==> config.mk <==
export PLATFORM = sky130hd
export DESIGN_NAME = rtc_lectura_secuenciador
export DESIGN_NICKNAME = d
export VERILOG_FILES = /design/src/rtl/rtc_pkg.sv /design/src/rtl/rtc_timeout_cnt.sv /design/src/rtl/rtc_lectura_secuenciador.sv
export SDC_FILE = /design/constraint.sdc
export NUM_CORES = 1
export LEC_CHECK = 0
export CAP_MARGIN = 20
export CELL_PAD_IN_SITES_DETAIL_PLACEMENT = 0
export CELL_PAD_IN_SITES_GLOBAL_PLACEMENT = 1
export CORE_MARGIN = 3
export CORE_UTILIZATION = 40
export DETAILED_ROUTE_END_ITERATION = 12
export GPL_ROUTABILITY_DRIVEN = 0
export PLACE_DENSITY_LB_ADDON = 0.12
export SYNTH_ARGS = -nofsm -noshare
export SYNTH_HDL_FRONTEND = slang
export SYNTH_HIERARCHICAL = 1
export SYNTH_SLANG_ARGS = --single-unit
==> constraint.sdc <==
create_clock -name clk -period 3.25 [get_ports clk]
set_clock_uncertainty 0.2 [all_clocks]
set_input_delay 0.65 -clock clk [delete_from_list [all_inputs] [get_ports clk]]
set_output_delay 0.65 -clock clk [all_outputs]
set_load 0.1 [all_outputs]
==> src/rtl/rtc_pkg.sv <==
// rtl/rtc_pkg.sv - shared constants, state encoding and address map for the RTC read sequencer
// Purpose : funcion_conf codes, sequencer state enum, local-index -> RTC address map,
//           skip ranges per configuration mode and the decoder-default local address.
// Ports   : none (package).
package rtc_pkg;

   // funcion_conf codes
   localparam logic [2:0] FC_NORMAL = 3'b000;
   localparam logic [2:0] FC_HORA   = 3'b001;
   localparam logic [2:0] FC_FECHA  = 3'b010;
   localparam logic [2:0] FC_TIMER  = 3'b100;

   typedef enum logic [1:0] {
      ST_IDLE,
      ST_CHECK,
      ST_WAIT_ACK,
      ST_STROBE
   } state_t;

   // Skip ranges; the hora group starts at index 0 and the timer group runs to the
   // last index, so only the inner bounds are needed.
   localparam logic [3:0] HORA_HI  = 4'd2;
   localparam logic [3:0] FECHA_LO = 4'd3;
   localparam logic [3:0] FECHA_HI = 4'd6;
   localparam logic [3:0] TIMER_LO = 4'd7;

   // RTC address bases for the two register blocks
   localparam logic [7:0] RTC_BASE_HF  = 8'h21;
   localparam logic [7:0] RTC_BASE_TMR = 8'h41;

   // Local address presented while no strobe is active; the decoder treats it as "no load"
   localparam logic [3:0] ADDR_IDLE = 4'hF;

   function automatic logic [7:0] rtc_addr(input logic [3:0] idx);
      if (idx < TIMER_LO) begin
         return RTC_BASE_HF + {4'h0, idx};
      end
      return RTC_BASE_TMR + {4'h0, idx - TIMER_LO};
   endfunction

   function automatic logic fc_legal(input logic [2:0] fc);
      return (fc == FC_NORMAL) || (fc == FC_HORA) || (fc == FC_FECHA) || (fc == FC_TIMER);
   endfunction

   // An illegal code skips everything, which ends a sweep early without bus traffic.
   function automatic logic skip_idx(input logic [2:0] fc, input logic [3:0] idx);
      case (fc)
         FC_NORMAL: return 1'b0;
         FC_HORA:   return (idx <= HORA_HI);
         FC_FECHA:  return (idx >= FECHA_LO) && (idx <= FECHA_HI);
         FC_TIMER:  return (idx >= TIMER_LO);
         default:   return 1'b1;
      endcase
   endfunction

endpackage

==> src/rtl/rtc_timeout_cnt.sv <==
// rtl/rtc_timeout_cnt.sv - loadable saturating counter flagging an ack timeout
// Purpose : counts WAIT_ACK cycles; expired_o is high during the TIMEOUT-th cycle.
// Ports   : clk, reset (async, active high)
//           load_i    - restart the count for a new request
//           en_i      - count this cycle
//           expired_o - TIMEOUT cycles have been spent waiting, including the current one
module rtc_timeout_cnt #(
   parameter int TIMEOUT = 255
) (
   input  logic clk,
   input  logic reset,
   input  logic load_i,
   input  logic en_i,
   output logic expired_o
);

   localparam int CNT_W = $clog2(TIMEOUT + 1);

   logic [CNT_W-1:0] cnt_q, cnt_d;

   // Load value is 1: the load happens one cycle before waiting begins, so the
   // first waiting cycle already reads 1 and expiry lines up with the TIMEOUT-th cycle.
   always_comb begin
      cnt_d = cnt_q;
      if (load_i) begin
         cnt_d = CNT_W'(1);
      end else if (en_i && !expired_o) begin
         cnt_d = cnt_q + CNT_W'(1);
      end
   end

   always_ff @(posedge clk or posedge reset) begin
      if (reset) begin
         cnt_q <= '0;
      end else begin
         cnt_q <= cnt_d;
      end
   end

   assign expired_o = (cnt_q == CNT_W'(TIMEOUT));

endmodule

==> src/rtl/rtc_lectura_secuenciador.sv <==
// rtl/rtc_lectura_secuenciador.sv - read sequencer sweeping the local RTC registers
// Purpose : on a read tick, fetches each of N_REGS registers from the RTC bus controller
//           via req/ack and emits one active-low reg_rd strobe per fetched value,
//           skipping the register group selected by funcion_conf.
// Ports   : clk, reset (async, active high)
//           tick_lectura   - sweep start request (single cycle)
//           funcion_conf   - 000 normal, 001 hora, 010 fecha, 100 timer
//           bus_ack        - read ack, bus_data_in valid in the same cycle
//           bus_data_in    - read data
//           bus_req        - read request, held until ack or timeout
//           bus_addr       - RTC address of the current request
//           reg_rd         - active-low one-cycle load strobe
//           addr_mem_local - local address (4'hF outside a strobe)
//           dato_local     - fetched data
//           busy           - sweep in progress
//           error_timeout  - sticky timeout flag, cleared at the next accepted tick
module rtc_lectura_secuenciador
   import rtc_pkg::*;
#(
   parameter int N_REGS  = 10,
   parameter int ADDR_W  = 4,
   parameter int DATA_W  = 8,
   parameter int TIMEOUT = 255
) (
   input  logic              clk,
   input  logic              reset,
   input  logic              tick_lectura,
   input  logic [2:0]        funcion_conf,
   input  logic              bus_ack,
   input  logic [DATA_W-1:0] bus_data_in,
   output logic              bus_req,
   output logic [7:0]        bus_addr,
   output logic              reg_rd,
   output logic [ADDR_W-1:0] addr_mem_local,
   output logic [DATA_W-1:0] dato_local,
   output logic              busy,
   output logic              error_timeout
);

   state_t            state_q, state_d;
   logic [ADDR_W-1:0] idx_q, idx_d;
   logic              bus_req_q, bus_req_d;
   logic [7:0]        bus_addr_q, bus_addr_d;
   logic              reg_rd_q, reg_rd_d;
   logic [ADDR_W-1:0] addr_local_q, addr_local_d;
   logic [DATA_W-1:0] dato_q, dato_d;
   logic              busy_q, busy_d;
   logic              err_q, err_d;

   logic cnt_load, cnt_en, cnt_expired;
   logic advance;

   rtc_timeout_cnt #(
      .TIMEOUT(TIMEOUT)
   ) u_timeout_cnt (
      .clk      (clk),
      .reset    (reset),
      .load_i   (cnt_load),
      .en_i     (cnt_en),
      .expired_o(cnt_expired)
   );

   always_comb begin
      state_d    = state_q;
      idx_d      = idx_q;
      bus_req_d  = bus_req_q;
      bus_addr_d = bus_addr_q;
      dato_d     = dato_q;
      err_d      = err_q;
      cnt_load   = 1'b0;
      cnt_en     = 1'b0;
      advance    = 1'b0;

      case (state_q)
         ST_IDLE: begin
            if (tick_lectura && fc_legal(funcion_conf)) begin
               idx_d   = '0;
               err_d   = 1'b0;
               state_d = ST_CHECK;
            end
         end

         ST_CHECK: begin
            // Skip is evaluated with the live mode so a mid-sweep change takes effect
            // from the next index onwards.
            if (skip_idx(funcion_conf, idx_q)) begin
               advance = 1'b1;
            end else begin
               bus_addr_d = rtc_addr(idx_q);
               bus_req_d  = 1'b1;
               cnt_load   = 1'b1;
               state_d    = ST_WAIT_ACK;
            end
         end

         ST_WAIT_ACK: begin
            cnt_en = 1'b1;
            // Ack is tested first so an ack coinciding with expiry is still taken.
            if (bus_ack) begin
               dato_d    = bus_data_in;
               bus_req_d = 1'b0;
               state_d   = ST_STROBE;
            end else if (cnt_expired) begin
               bus_req_d = 1'b0;
               err_d     = 1'b1;
               advance   = 1'b1;
            end
         end

         ST_STROBE: begin
            advance = 1'b1;
         end

         default: begin
            state_d = ST_IDLE;
         end
      endcase

      if (advance) begin
         if (idx_q == ADDR_W'(N_REGS - 1)) begin
            state_d = ST_IDLE;
         end else begin
            idx_d   = idx_q + ADDR_W'(1);
            state_d = ST_CHECK;
         end
      end

      // Outputs are derived from the next state so they are registered and line up
      // with the state they describe.
      reg_rd_d     = (state_d != ST_STROBE);
      addr_local_d = (state_d == ST_STROBE) ? idx_q : ADDR_IDLE;
      busy_d       = (state_d != ST_IDLE);
   end

   always_ff @(posedge clk or posedge reset) begin
      if (reset) begin
         state_q      <= ST_IDLE;
         idx_q        <= '0;
         bus_req_q    <= 1'b0;
         bus_addr_q   <= 8'h00;
         reg_rd_q     <= 1'b1;
         addr_local_q <= ADDR_IDLE;
         dato_q       <= '0;
         busy_q       <= 1'b0;
         err_q        <= 1'b0;
      end else begin
         state_q      <= state_d;
         idx_q        <= idx_d;
         bus_req_q    <= bus_req_d;
         bus_addr_q   <= bus_addr_d;
         reg_rd_q     <= reg_rd_d;
         addr_local_q <= addr_local_d;
         dato_q       <= dato_d;
         busy_q       <= busy_d;
         err_q        <= err_d;
      end
   end

   assign bus_req        = bus_req_q;
   assign bus_addr       = bus_addr_q;
   assign reg_rd         = reg_rd_q;
   assign addr_mem_local = addr_local_q;
   assign dato_local     = dato_q;
   assign busy           = busy_q;
   assign error_timeout  = err_q;

endmodule

==> metrics.yaml, run 1 <==
place:
  portBuffers: 37
  dp_hpwl_mm: 3.15
sta:
  slew_headroom_pct: 62.9
  timing.final.crit_share_pct: 81.2
  max_freq_mhz: 379
  fin_tns_setup_ns: 0
  rsz0062_at_grt: "false"
  slew_violations: 0
  hold_viol: 0
  fin_crit_ns: 2.64
  worst_slew_pin_slew_ns: 0.556
  finalSetupViolations: 0
finish:
  final_common_cell: "dfrtp_1"
  diodes: 0
  drive_gt1_share_pct: 24.8
  layout_common_cells: "dfrtp_1, buf_4, clkdlybuf4s50_1"
  area_growth_pct: 21.1
  layout.nets: 229
setup_path:
  timing.rr.end: "idx_q[2]$_DFF_PP0_"
  crit_fanout: 7
  timing.setup.critical_path_class: "flip-flop to flip-flop"
  reg2reg_from: "u_timeout_cnt/cnt_q[0]$_DFFE_PP0P_"
  reg2reg_depth: 7
  reg2reg_slack_ns: 0.61
  cp.arrival_ns: 2.66
  cp-end-kind: "flip-flop"
  cp.required_ns: 3.27
  start_kind: "flip-flop"
clock_network:
  clkSlewWorstSetupHoldPaths_ns: 0.07
  cts_setup_buffers: 0
  cts_buffers: 5
  cts.repair.resized: 0
  cts_sinks: 37
  cts_root_buffer: "clkbuf_8"
  cts_tree: "built"
  cts_buffer_depth: 2
  cts.htree.levels: 2
  insertion_delay_ns: 0.29
  hold_buffers: 0
detailed_routing:
  post_drt_wl_per_cell_um: 15.9
  via_per_inst: 5.23
  ant_nets: 0
  drtIter0Drc: 78
  drc_errors: 0
  vias: 1437
  dr.pass1.iters: 4
  routed_wl_mm: 4.37
yosys:
  ys_types: 54
  syn_area_um2: 1960
  synth-edff-count: 0
  ys_seq_area_share_pct: 47.5
  ys.flop_type: "dfrtp_1"
  async_reset_ff_share_pct: 100
  ys_ff_latch: 37
  postSynthAreaPerCell_um2: 11.4
  syn_inst: 173
  synth_warnings: 6
  synth_nets: 193
job:
  maxCapViolations: 0
worst_hold_path:
  whs_path_depth: 1
  whs_endpoint: "dato_local[3]$_DFFE_PP0P_"
  holdCritPathClass: "flip-flop to flip-flop"
  hp-start: "dato_local[3]$_DFFE_PP0P_"
grt:
  grt_overflow: 0
  grt_pass1_vias: 1546
  track_usage_pct: 16.7
  grt_pass1_wl_mm: 7.78
  antenna_found_initial: 0
  grt_max_degree: 30
floorplanning:
  die_y_um: 76.1
  rows: 24
  coreArea_um2: 4530
  die_area_um2: 5790
  start_util_pct: 43.3
  io_pins: 39
  die_w_um: 76.1
status:
  status: "finished, final reports clean"
worst max-delay path: stages, from the launching register on:
cell and delay, ns:
dfrtp_1 0.41, ha_1 0.30, and3_1 0.35, and2_2 0.20, nor2b_1 0.33, a21oi_1 0.17
a311oi_1 0.38, mux2i_1 0.22
cell usage after synthesis, types with 2 or more instances:
cell type	instances	share of area (%)
a21oi_1	8	2.0
nand3_1	8	2.0
nand2b_1	4	1.3
inv_1	8	1.5
nor3_1	2	0.51
a21o_1	2	0.76
a311oi_1	2	0.89
ha_1	5	3.2
nor2_1	9	1.7
mux2_1	8	4.6
nand4_1	2	0.64
o21ai_0	2	0.51
nor2b_1	5	1.6
a211oi_1	3	1.1
mux2_4	6	4.6
nand2_1	8	1.5
a41oi_1	3	1.3
dfrtp_1	32	41
and3_1	3	0.96
dfstp_2	5	6.7
nor3b_1	2	0.76
mux2i_1	7	3.6
buf_2	5	1.3
a31oi_1	4	1.3
stage by stage:
stage	cells	area (um2)	util (%)	setup WS, ns	hold slack, ns
global route	275	2380	52.5	0.426	0.326
floorplan	173	1960	-	0.766	0.266
finish	275	2380	52.5	0.610	0.295
detailed placement	267	2300	50.7	0.458	0.282
CTS	275	2380	52.5	0.596	0.300
global placement	267	2300	50.7	0.527	0.277
registers in the layout, summed over array words and instances (netlist names):
| register | cells |
|---|---|
| reg_rd | 1 |
| error_timeout | 1 |
| idx_q | 4 |
| dato_local | 8 |
| u_timeout_cnt/cnt_q | 8 |
| busy | 1 |
| addr_mem_local | 4 |
| bus_req | 1 |
| bus_addr | 7 |
| state_q | 2 |
metal layers:
metal	track usage, %	up-vias	share of wire [%]
met5	0	-	0
met2	28.2	36	51
met4	7.61	0	2.0
met3	4.02	9	3.8
met1	20.2	698	43
li1	-	694	-
logic make-up after synthesis:
logic type | share of synthesized area, %
AO/OA/AOI/OAI | 14.3
XOR/XNOR | 0.892
adder cells (fa/ha/maj) | 3.18
buffers and inverters | 5.41
flip-flops | 47.5
multiplexers | 12.7
other | 0.191
AND/OR/NAND/NOR | 15.9
worst max path at each step:
stage	startpoint	to	slack (ns)	cells past startpoint
6_report	u_timeout_cnt/cnt_q[0]$_DFFE_PP0P_	idx_q[2]$_DFF_PP0_	0.61	7
5_1_grt	u_timeout_cnt/cnt_q[1]$_DFFE_PP0P_	idx_q[2]$_DFF_PP0_	0.43	7
4_1_cts	u_timeout_cnt/cnt_q[0]$_DFFE_PP0P_	idx_q[2]$_DFF_PP0_	0.60	7
3_5_place_dp	funcion_conf[1]	u_timeout_cnt/cnt_q[3]$_DFFE_PP0P_	0.46	6
3_3_place_gp	funcion_conf[1]	u_timeout_cnt/cnt_q[3]$_DFFE_PP0P_	0.53	6
2_1_floorplan	idx_q[1]$_DFF_PP0_	u_timeout_cnt/cnt_q[3]$_DFFE_PP0P_	0.77	8
cell type report:
type	count	area [um2]
clock buffers	6	72.6
clock inverters	2	10.0
fillers	407	2150
inverters	8	30.0
multi-input cells	118	926
flip-flops and latches	37	932
well taps	65	81.3
repair buffers	39	328
Power of run 1 is not shown: default switching activity piles up to over one toggle a cycle in this logic, so the estimate is an artifact.
==> inputs of run 2 (changes only) <==
Clock period 3.25 ns to 2.69 ns, I/O delays scaled along.
==> metrics.yaml, run 2 (synthesis gave the netlist of run 1 again) <==
place:
  placed_cells: 274
  portBuffers: 37
  dp_hpwl_mm: 3.22
setup_path:
  crit_buf_inv: 0
  cp.required_ns: 2.67
  cp.arrival_ns: 2.43
  crit_fanout: 20
  path_delay_family: "simple AND/OR/NAND/NOR gates"
  start_kind: "flip-flop"
  crit_chain: "ha_1, a21o_1, o31ai_4, and4_4, nor2b_1, mux2_4"
  timing.setup.critical_path_class: "flip-flop to flip-flop"
  cpPeakStageDelay_ns: 0.49
  critPathSlowestCell: "dfrtp_1"
  cp-end-kind: "flip-flop"
sta:
  timing.final.crit_share_pct: 91.3
  fin_tns_setup_ns: 0
  rsz0062_at_grt: "false"
  finalSetupViolations: 0
  slew_violations: 0
  max_freq_mhz: 407
  worst_slew_pin_slew_ns: 0.527
  hold_viol: 0
  fin_crit_ns: 2.46
  slew_headroom_pct: 64.8
clock_network:
  insertion_delay_ns: 0.28
  hold_buffers: 0
  cts.htree.levels: 2
  cts.repair.resized: 0
  cts_tree: "built"
  cts_buffer_depth: 2
  cts_setup_buffers: 0
  clkSlewWorstSetupHoldPaths_ns: 0.07
  cts_buffers: 5
  cts_sinks: 37
  cts_root_buffer: "clkbuf_8"
detailed_routing:
  drtIter0Drc: 49
  routed_wl_mm: 4.36
  drc_errors: 0
  vias: 1489
  dr.pass1.iters: 4
  ant_nets: 0
  post_drt_wl_per_cell_um: 15.5
  via_per_inst: 5.28
grt:
  track_usage_pct: 16.2
  antenna_found_initial: 0
  grt_overflow: 0
  grt_pass1_vias: 1610
  grt_max_degree: 30
  grt_pass1_wl_mm: 7.52
finish:
  fin_util_pct: 54.4
  stdcell_count: 282
  drive_gt1_share_pct: 27.2
  area_growth_pct: 25.5
  layout.nets: 236
  diodes: 0
  layout_common_cells: "dfrtp_1, buf_4, clkdlybuf4s50_1"
floorplanning:
  coreArea_um2: 4530
  start_util_pct: 43.3
  die_area_um2: 5790
  die_y_um: 76.1
  io_pins: 39
  rows: 24
  die_w_um: 76.1
status:
  status: "finished, final reports clean"
job:
  maxCapViolations: 0
worst_hold_path:
  holdCritPathClass: "flip-flop to flip-flop"
run 2: area by class of cell:
| cell class | instances | area (um2) |
|---|---|---|
| inverter | 8 | 30.0 |
| multi-input combinational | 118 | 926 |
| fill | 417 | 2070 |
| sequential | 37 | 932 |
| clock inverter | 1 | 30.0 |
| timing repair buffer | 46 | 380 |
| clock buffer | 7 | 86.3 |
| tap | 65 | 81.3 |
run 2: layer usage:
metal  GRT usage [%]  part of all wire [%]  up-vias
met5               0                     0        -
met4            7.97                   2.6        0
met3            4.26                   4.1       11
met2            26.7                    50       36
met1            19.7                    44      727
li1                -                     -      715
run 2: final timing paths:
path,startpoint,cells past startpoint,slack [ns],endpoint
worst min-delay path,dato_local[3]$_DFFE_PP0P_,1,0.30,dato_local[3]$_DFFE_PP0P_
max in group asynchronous,reset,3,1.53,addr_mem_local[1]$_DFF_PP1_
min in group asynchronous,reset,2,0.32,u_timeout_cnt/cnt_q[7]$_DFFE_PP0P_
worst max-delay path,idx_q[0]$_DFF_PP0_,6,0.23,u_timeout_cnt/cnt_q[3]$_DFFE_PP0P_
worst max register to register,idx_q[0]$_DFF_PP0_,6,0.23,u_timeout_cnt/cnt_q[3]$_DFFE_PP0P_
worst min register to register,dato_local[3]$_DFFE_PP0P_,1,0.30,dato_local[3]$_DFFE_PP0P_
run 2: metrics by stage:
step | setup WS (ns) | area [um2] | hold slack [ns]
after global routing | 0.154 | 2470 | 0.316
after CTS | 0.234 | 2470 | 0.300
after detailed placement | 0.0548 | 2350 | 0.282
after global placement | 0.118 | 2350 | 0.276
after floorplan | 0.206 | 1960 | 0.154
final | 0.233 | 2470 | 0.296
Power of run 2 is left out for the same reason.
==> inputs of run 3 (changes only) <==
Settings changed: CORE_UTILIZATION 40 to 49, DONT_BUFFER_PORTS set to 1.
==> metrics.yaml, run 3 (synthesis gave the netlist of run 1 again) <==
finish:
  final_common_cell: "dfrtp_1"
  drive_gt1_share_pct: 20.9
  layout.nets: 201
  layout_common_cells: "dfrtp_1, buf_4, nor2_1"
  diodes: 0
  fin_area_um2: 2170
  fillers: 319
  area_growth_pct: 10.5
detailed_routing:
  ant_nets: 0
  post_drt_wl_per_cell_um: 16.6
  via_per_inst: 5.85
  drc_errors: 0
  routed_wl_mm: 3.81
  dr.pass1.iters: 4
  vias: 1346
  drtIter0Drc: 80
place:
  place_area_um2: 2020
  portBuffers: 0
  dp_hpwl_mm: 2.69
  dp_slack_ns: 0.272
grt:
  grt_overflow: 0
  grt_max_degree: 30
  track_usage_pct: 16.1
  grt_pass1_wl_mm: 6.20
  antenna_found_initial: 0
  grt_pass1_vias: 1342
setup_path:
  critPathSlowestCell: "dfrtp_1"
  reg2reg_depth: 7
  cp.required_ns: 2.67
  crit_fanout: 20
  cp-end-kind: "flip-flop"
  critPathLaunch: "idx_q[0]$_DFF_PP0_"
  reg2reg_slack_ns: 0.24
  timing.setup.critical_path_class: "flip-flop to flip-flop"
  crit_chain: "inv_1, ha_1, nand2b_1, a41oi_2, and4_4, nor2b_1, mux2_4"
  start_kind: "flip-flop"
  reg2reg_from: "idx_q[0]$_DFF_PP0_"
  cp.arrival_ns: 2.42
  cpPeakStageDelay_ns: 0.53
floorplanning:
  die_y_um: 69.3
  start_util_pct: 52.1
  rows: 22
  coreArea_um2: 3770
  die_area_um2: 4800
  io_pins: 39
  die_w_um: 69.3
sta:
  finalSetupViolations: 0
  timing.final.crit_share_pct: 90.9
  fin_tns_setup_ns: 0
  timing.final.ws_setup_ns: 0.244
  timing.hold.ws_ns: -0.0103
  rsz0062_at_grt: "false"
  fin_crit_ns: 2.45
  slew_headroom_pct: 39.1
  max_freq_mhz: 409
  hold_viol: 9
  worst_slew_pin_slew_ns: 0.913
  slew_violations: 0
clock_network:
  insertion_delay_ns: 0.29
  cts_buffer_depth: 2
  cts.htree.levels: 2
  cts_root_buffer: "clkbuf_8"
  cts_sinks: 37
  cts_setup_buffers: 0
  cts.repair.resized: 0
  cts_tree: "built"
  clkSlewWorstSetupHoldPaths_ns: 0.07
  cts_buffers: 5
status:
  violations: "hold timing"
  status: "complete, but fails checks"
job:
  maxCapViolations: 0
worst_hold_path:
  holdCritPathClass: "primary input to asynchronous set/reset pin"
-- run 3: layout make-up --
| class | instances | area (um2) | share of cell area [%] |
|---|---|---|---|
| Clock inverter | 3 | 68.8 | 3.17 |
| Timing Repair Buffer | 11 | 85.1 | 3.92 |
| Multi-Input combinational cell | 118 | 926 | 42.7 |
| Clock buffer | 5 | 68.8 | 3.17 |
| Inverter | 8 | 30.0 | 1.38 |
| Sequential cell | 37 | 932 | 42.9 |
| Tap cell | 48 | 60.1 | 2.77 |
-- run 3: routing by layer --
metal / track usage (%) / routed length (um)
met1: 20.1 / 1660
met2: 26.1 / 1810
met3: 6.23 / 297
met4: 4.56 / 42
met5: 0 / 0
-- run 3: worst paths after layout --
path                                                       to
setup / recovery           u_timeout_cnt/cnt_q[3]$_DFFE_PP0P_
hold / removal                            bus_req$_DFFE_PP0P_
setup reg to reg           u_timeout_cnt/cnt_q[3]$_DFFE_PP0P_
hold reg to reg                     error_timeout$_DFFE_PP0P_
max in group asynchronous  u_timeout_cnt/cnt_q[2]$_DFFE_PP0P_
min in group clk                  addr_mem_local[2]$_DFF_PP1_
-- run 3: timing repair --
action | 4_1_cts | 5_1_grt
hold buffers | 1 | 0
hold endpoints to repair | 8 | 0
endpoints found under the setup margin | 0 | 0
-- run 3: per-stage QoR --
stage	utilization (%)	hold slack, ns	std cells
after floorplan	-	0.154	173
after global placement	53.6	0.189	221
after detailed placement	53.6	0.195	221
after CTS	57.6	0.00297	230
after global routing	57.6	0.0324	230
final	57.6	-0.0103	230
-- run 3: critical path, delay by kind of cell, from the launching register on --
kind	cells	cell delay, ns
buffers and inverters	1	0.11
adders and majority gates	1	0.20
muxes	1	0.27
AOI/OAI and AO/OA	1	0.33
DFF	1	0.53
and+or+nand+nor	3	0.69
Power of run 3 is left out for the same reason.
